**src/rtl/clock_ctrl_pkg.sv**
```systemverilog
// rtl/clock_ctrl_pkg.sv - shared mode encoding and default timing constants for clock_ctrl
package clock_ctrl_pkg;

  typedef enum logic [1:0] {
    MODE_RUN   = 2'd0,
    MODE_SET_H = 2'd1,
    MODE_SET_M = 2'd2,
    MODE_SET_S = 2'd3
  } mode_t;

  localparam int DEF_CLK_HZ       = 50_000_000;
  localparam int DEF_DEBOUNCE_CYC = 1_000_000;
  localparam int DEF_BLINK_HALF   = 12_500_000;

  // K0 walks RUN -> SET_H -> SET_M -> SET_S -> RUN; the 2-bit encoding wraps naturally.
  function automatic mode_t next_mode(input mode_t m);
    return mode_t'(2'(m + 2'd1));
  endfunction

endpackage

```
**src/rtl/key_debounce.sv**
```systemverilog
// rtl/key_debounce.sv - 2-flop synchronizer, level debouncer and press-event generator for one active-low key
module key_debounce
  import clock_ctrl_pkg::*;
#(
  parameter int DEBOUNCE_CYC = DEF_DEBOUNCE_CYC
) (
  input  logic CLOCK_50,
  input  logic reset,
  input  logic key,
  output logic level,
  output logic press
);

  localparam int CW = $clog2(DEBOUNCE_CYC + 1);

  logic          sync1;
  logic          sync2;
  logic [1:0]    fill;
  logic          armed;
  logic [CW-1:0] cnt;
  logic          differ;
  logic          settle;

  assign differ = (sync2 != level);
  assign settle = differ && (cnt == CW'(DEBOUNCE_CYC - 1));

  // Press events stay disarmed until a genuine released level is seen after
  // reset, so a key held through reset release cannot fire.
  always_ff @(posedge CLOCK_50 or negedge reset) begin
    if (!reset) begin
      sync1 <= 1'b1;
      sync2 <= 1'b1;
      fill  <= 2'b00;
      armed <= 1'b0;
      cnt   <= '0;
      level <= 1'b1;
      press <= 1'b0;
    end else begin
      sync1 <= key;
      sync2 <= sync1;
      fill  <= {fill[0], 1'b1};
      if (fill[1] && sync2 && level) begin
        armed <= 1'b1;
      end
      press <= settle && level && armed;
      if (settle) begin
        level <= ~level;
        cnt   <= '0;
      end else if (differ) begin
        cnt <= cnt + CW'(1);
      end else begin
        cnt <= '0;
      end
    end
  end

endmodule

```
**src/rtl/clock_ctrl.sv**
```systemverilog
// rtl/clock_ctrl.sv - digital-clock sequencer: 1 Hz tick, key conditioning, RUN/SET mode FSM,
// counter command pulses with carry cascade, and blinking blank masks.
module clock_ctrl
  import clock_ctrl_pkg::*;
#(
  parameter int CLK_HZ       = DEF_CLK_HZ,
  parameter int DEBOUNCE_CYC = DEF_DEBOUNCE_CYC,
  parameter int BLINK_HALF   = DEF_BLINK_HALF
) (
  input  logic       CLOCK_50,
  input  logic       reset,
  input  logic       K0,
  input  logic       K1,
  input  logic       K2,
  input  logic       K3,
  input  logic       sec_at_max,
  input  logic       min_at_max,
  input  logic       hour_at_max,
  output logic       sec_inc,
  output logic       sec_dec,
  output logic       min_inc,
  output logic       min_dec,
  output logic       hour_inc,
  output logic       hour_dec,
  output logic       sec_clr,
  output logic       tick,
  output logic       blank_s,
  output logic       blank_m,
  output logic       blank_h,
  output logic [1:0] mode
);

  localparam int DIV_W = $clog2(CLK_HZ + 1);
  localparam int BLK_W = $clog2(BLINK_HALF + 1);

  logic [3:0] raw;
  logic [3:0] key_level;
  logic [3:0] key_press;

  assign raw = {K3, K2, K1, K0};

  for (genvar i = 0; i < 4; i++) begin : g_key
    key_debounce #(
      .DEBOUNCE_CYC(DEBOUNCE_CYC)
    ) u_key (
      .CLOCK_50(CLOCK_50),
      .reset   (reset),
      .key     (raw[i]),
      .level   (key_level[i]),
      .press   (key_press[i])
    );
  end

  // Hours carry-out and the debounced levels are not needed by the sequencer.
  logic unused_ok;
  assign unused_ok = ^{hour_at_max, key_level};

  mode_t            mode_q, mode_n;
  logic [DIV_W-1:0] div_q, div_n;
  logic [BLK_W-1:0] blink_q, blink_n;
  logic             blink_on_q, blink_on_n;
  logic             k_up, k_dn;
  logic             tick_n, sec_inc_n, sec_dec_n, min_inc_n, min_dec_n;
  logic             hour_inc_n, hour_dec_n, sec_clr_n;
  logic             blank_s_n, blank_m_n, blank_h_n;

  // Up/down only count when they are the sole key event of the cycle.
  assign k_up = key_press[1] && !key_press[2] && !key_press[0];
  assign k_dn = key_press[2] && !key_press[1] && !key_press[0];

  always_comb begin
    mode_n     = mode_q;
    div_n      = div_q;
    blink_n    = blink_q;
    blink_on_n = blink_on_q;
    tick_n     = 1'b0;
    sec_inc_n  = 1'b0;
    sec_dec_n  = 1'b0;
    min_inc_n  = 1'b0;
    min_dec_n  = 1'b0;
    hour_inc_n = 1'b0;
    hour_dec_n = 1'b0;
    sec_clr_n  = 1'b0;

    if (mode_q == MODE_RUN) begin
      if (div_q == DIV_W'(CLK_HZ - 1)) begin
        div_n      = '0;
        tick_n     = 1'b1;
        sec_inc_n  = 1'b1;
        min_inc_n  = sec_at_max;
        hour_inc_n = sec_at_max && min_at_max;
      end else begin
        div_n = div_q + DIV_W'(1);
      end
    end else begin
      div_n = '0;
      if (blink_q == BLK_W'(BLINK_HALF - 1)) begin
        blink_n    = '0;
        blink_on_n = !blink_on_q;
      end else begin
        blink_n = blink_q + BLK_W'(1);
      end
      case (mode_q)
        MODE_SET_H: begin
          hour_inc_n = k_up;
          hour_dec_n = k_dn;
        end
        MODE_SET_M: begin
          min_inc_n = k_up;
          min_dec_n = k_dn;
        end
        MODE_SET_S: begin
          sec_inc_n = k_up;
          sec_dec_n = k_dn;
        end
        default: begin
        end
      endcase
    end

    if (key_press[0]) begin
      mode_n     = next_mode(mode_q);
      blink_n    = '0;
      blink_on_n = 1'b0;
      div_n      = '0;
    end

    // Clear overrides a coincident tick: the second restarts from zero.
    if (key_press[3]) begin
      sec_clr_n  = 1'b1;
      div_n      = '0;
      tick_n     = 1'b0;
      sec_inc_n  = 1'b0;
      min_inc_n  = 1'b0;
      hour_inc_n = 1'b0;
    end

    blank_h_n = (mode_n == MODE_SET_H) && blink_on_n;
    blank_m_n = (mode_n == MODE_SET_M) && blink_on_n;
    blank_s_n = (mode_n == MODE_SET_S) && blink_on_n;
  end

  always_ff @(posedge CLOCK_50 or negedge reset) begin
    if (!reset) begin
      mode_q     <= MODE_RUN;
      div_q      <= '0;
      blink_q    <= '0;
      blink_on_q <= 1'b0;
      tick       <= 1'b0;
      sec_inc    <= 1'b0;
      sec_dec    <= 1'b0;
      min_inc    <= 1'b0;
      min_dec    <= 1'b0;
      hour_inc   <= 1'b0;
      hour_dec   <= 1'b0;
      sec_clr    <= 1'b0;
      blank_s    <= 1'b0;
      blank_m    <= 1'b0;
      blank_h    <= 1'b0;
    end else begin
      mode_q     <= mode_n;
      div_q      <= div_n;
      blink_q    <= blink_n;
      blink_on_q <= blink_on_n;
      tick       <= tick_n;
      sec_inc    <= sec_inc_n;
      sec_dec    <= sec_dec_n;
      min_inc    <= min_inc_n;
      min_dec    <= min_dec_n;
      hour_inc   <= hour_inc_n;
      hour_dec   <= hour_dec_n;
      sec_clr    <= sec_clr_n;
      blank_s    <= blank_s_n;
      blank_m    <= blank_m_n;
      blank_h    <= blank_h_n;
    end
  end

  assign mode = mode_q;

endmodule

```
**config.mk**
```make
export PLATFORM = sky130hd
export DESIGN_NAME = clock_ctrl
export DESIGN_NICKNAME = d
export VERILOG_FILES = /design/src/rtl/clock_ctrl_pkg.sv /design/src/rtl/key_debounce.sv /design/src/rtl/clock_ctrl.sv
export SDC_FILE = /design/constraint.sdc
export NUM_CORES = 1
export LEC_CHECK = 0
export CAP_MARGIN = 0
export CORE_MARGIN = 4
export CORE_UTILIZATION = 35
export CTS_CLUSTER_SIZE = 24
export DETAILED_ROUTE_END_ITERATION = 10
export SLEW_MARGIN = 20
export SYNTH_ARGS = -nofsm -noshare
export SYNTH_HDL_FRONTEND = slang
export SYNTH_SLANG_ARGS = --single-unit
```
**constraint.sdc**
```tcl
create_clock -name CLOCK_50 -period 4.51 [get_ports CLOCK_50]
set_input_delay 1.353 -clock CLOCK_50 [delete_from_list [all_inputs] [get_ports CLOCK_50]]
set_output_delay 1.353 -clock CLOCK_50 [all_outputs]
set_load 0.005 [all_outputs]
```
==> flow_summary.toml <==
[run_status]
status = "finished, final reports clean"

[clock_network]
cts_buffers = 17
cts_max_path_buffers = 2
cts.clk_slew.worst_paths_ns = 0.06
cts_hold_buf = 0
postCtsSetupBuffers = 0
cts_root_buf = "clkbuf_16"
insertion_delay_ns = 0.43
cts_tree = "done"
cts.sinks = 166
cts_max_level = 4
cts-resized-gates = 0

[synthesis]
synth_top_family_by_area = "simple AND/OR/NAND/NOR gates"
synth_compound_area_frac = 0.01688
postSynthAreaPerCell_um2 = 10.25
yosysMostFrequentCell = "dfrtp_1"
synth_top_area_frac = 0.5047
synthMuxAreaShare = 0.007210
synth_async_sr_flop_share = 1.000
yosysTopAreaCell = "dfrtp_1"
synth_simple_gate_area_share = 0.2597
yosysWarnings = 0
synthCells = 745
synth_edf_count = 0
ys_types = 45
synth-seq-cells = 166
yosys.area_share.adder = 0.01639
ys_seq_area_frac = 0.5460
synth_xor_area_frac = 0.1365
synth_top_cells_by_area = "dfrtp_1 (50%), xor2_1 (8.0%), nor2_1 (6.9%)"
syn_nets = 764
yosys-top-cells-count = "dfrtp_1 (154), nor2_1 (141), xor2_1 (70)"
synth_ff_type = "dfrtp_1"
syn-cell-area_mm2 = 0.007636

[sta]
rsz0062_at_grt = "false"
fmax_mhz = 359.7
max_slew_margin = 0.3757
slew_violations = 0
fin_setup_tns_ns = 0
timing_hold_violations_final = 0
final.min_clock_period_ns = 2.780
fin_ws_ns = 1.730
worst_slew_pin_slew_ns = 0.9338
fin_worst_skew_ns = 0.006182
fin_crit_sh = 0.6165
finalSetupViolCount = 0

[detailed_routing]
totalWireLength_um = 13530
ant_nets = 0
drt_pass1_iterations = 4
drc = 0
wire_per_inst_um = 12.79
vias = 5139
drtIter0Drc = 210
via_per_inst = 4.857

[flow_run]
max-cap-violations = 0

[min_path]
min_path_type = "reg -> reg"

[cells_and_area]
fill_cells = 2083
antennaDiodeCount = 0
areaGrowthSynthToFinish_pct = 14.37
drive_above_1_share = 0.07918
nets = 789

[die]
die_y_um = 155.7
initial_core_util = 0.3598
num_rows = 53
dieWidth_um = 155.7
fp.dieArea_mm2 = 0.02424
core-area_mm2 = 0.02122
io_pins = 22

[setup_path]
endpoint_kind = "primary output"
slowest_delay_ns = 0.54
crit_chain = "clkdlybuf4s50_1"
cp-start-kind = "flop"
slowest_stage = "clkdlybuf4s50_1"
path_class = "reg -> out"
crit_family = "buffers and inverters"
required_ns = 3.16
worst-path-buf-inv = 1
worstPathArrival_ns = 1.43
path_max_fanout = 6

[global_routing]
grt_pass1_vias = 5169
antenna_found_initial = 0
grt_pass1_wl_um = 24450
grt.total_usage = 0.1221
grt_max_degree = 86
gr-total-overflow = 0

[power]
vdd_drop_max_mv = 0.2805
p_leak_nw = 3.764
finalPower_mw = 3.040
p_per_area_mw_per_mm2 = 348.1

[placement]
portBuffers = 20
hpwl_um = 8928
pre_cts_ws_ns = 1.994
gp_congestion = 0.7518
## layout by cell type, fill, tap and decap left out, types with 4 or more instances in the layout
cell,count
nand2_1,51
xor2_1,70
clkinvlp_4,4
nor4_1,17
buf_4,4
nor2_1,141
clkbuf_8,4
dfstp_2,12
and3_1,21
a31o_2,4
nor4b_1,6
nor3_1,26
and4_1,14
nand3_1,51
nand3b_1,5
a21oi_1,6
and2_1,7
inv_1,12
ha_1,10
xnor2_1,49
nor2b_1,4
clkdlybuf4s50_1,19
clkbuf_16,17
nand4_1,36
dfrtp_1,154
mux2_2,4
## final cells by class
class	count	area [µm²]	share of cell area
clock buffer	22	484.2	0.05544
inverter	12	45.04	0.005158
tap	275	344.1	0.03940
clock inverter	10	121.4	0.01390
timing repair buffer	24	231.5	0.02650
sequential	166	4169	0.4774
multi-input combinational	549	3338	0.3822
## per-stage QoR
| stage | cells | util | hold slack (ns) | instance area (µm²) |
|---|---|---|---|---|
| global route | 1058 | 0.4116 | 0.3578 | 8733 |
| floorplan | 745 | - | 0.3312 | 7636 |
| CTS | 1058 | 0.4116 | 0.3439 | 8733 |
| detailed placement | 1026 | 0.3830 | 0.3358 | 8128 |
| finish | 1058 | 0.4116 | 0.3423 | 8733 |
| global placement | 1026 | 0.3830 | 0.3321 | 8128 |
## state kept, by name, indices dropped and copies added (netlist names), 2 cells and up
register and flops:
div_q 26, mode 2, g_key.u_key.sync1 4, g_key.u_key.press 4, g_key.u_key.sync2 4, g_key.u_key.level 4
g_key.u_key.cnt 80, g_key.u_key.fill 2, g_key.u_key.armed 4, blink_q 24
## final timing paths
kind                                        startpoint                endpoint  slack [ns]  cells after the start
worst max-delay path                           mode[0]                 mode[0]        1.73                      1
worst min-delay path            g_key[3].u_key.fill[0]  g_key[0].u_key.fill[1]        0.34                      0
max in group asynchronous                        reset    g_key[0].u_key.sync1        2.64                      2
worst min register to register  g_key[3].u_key.fill[0]  g_key[0].u_key.fill[1]        0.34                      0
worst max register to register                 mode[0]               div_q[10]        2.11                      4
min in group asynchronous                        reset               div_q[14]        0.97                      1
## kinds of logic (layout without fill, tap and decap cells)
| kind of cell | Yosys count | count (layout) |
|---|---|---|
| mux | 5 | 5 |
| simple gates | 395 | 395 |
| xor+xnor | 119 | 119 |
| other cells | 1 | 1 |
| flops | 166 | 166 |
| compound gates | 19 | 19 |
| buf+inv | 30 | 68 |
| fa+ha+maj | 10 | 10 |
## power by group
part           leakage [nW]  switching (mW)  internal [mW]  total (mW)
Clock                 0.285           0.584          0.875        1.46
Combinational          1.23          0.0457         0.0169      0.0625
Sequential             2.25          0.0126           1.51        1.52
## per-layer routing
layer	up-vias	share of wire	track usage
met4	0	0.014	0.04168
met3	20	0.034	0.03578
met5	-	0	0
met1	2464	0.50	0.1613
li1	2603	-	-
met2	52	0.46	0.1932
Note: power is estimated with default switching activity, not from simulation.
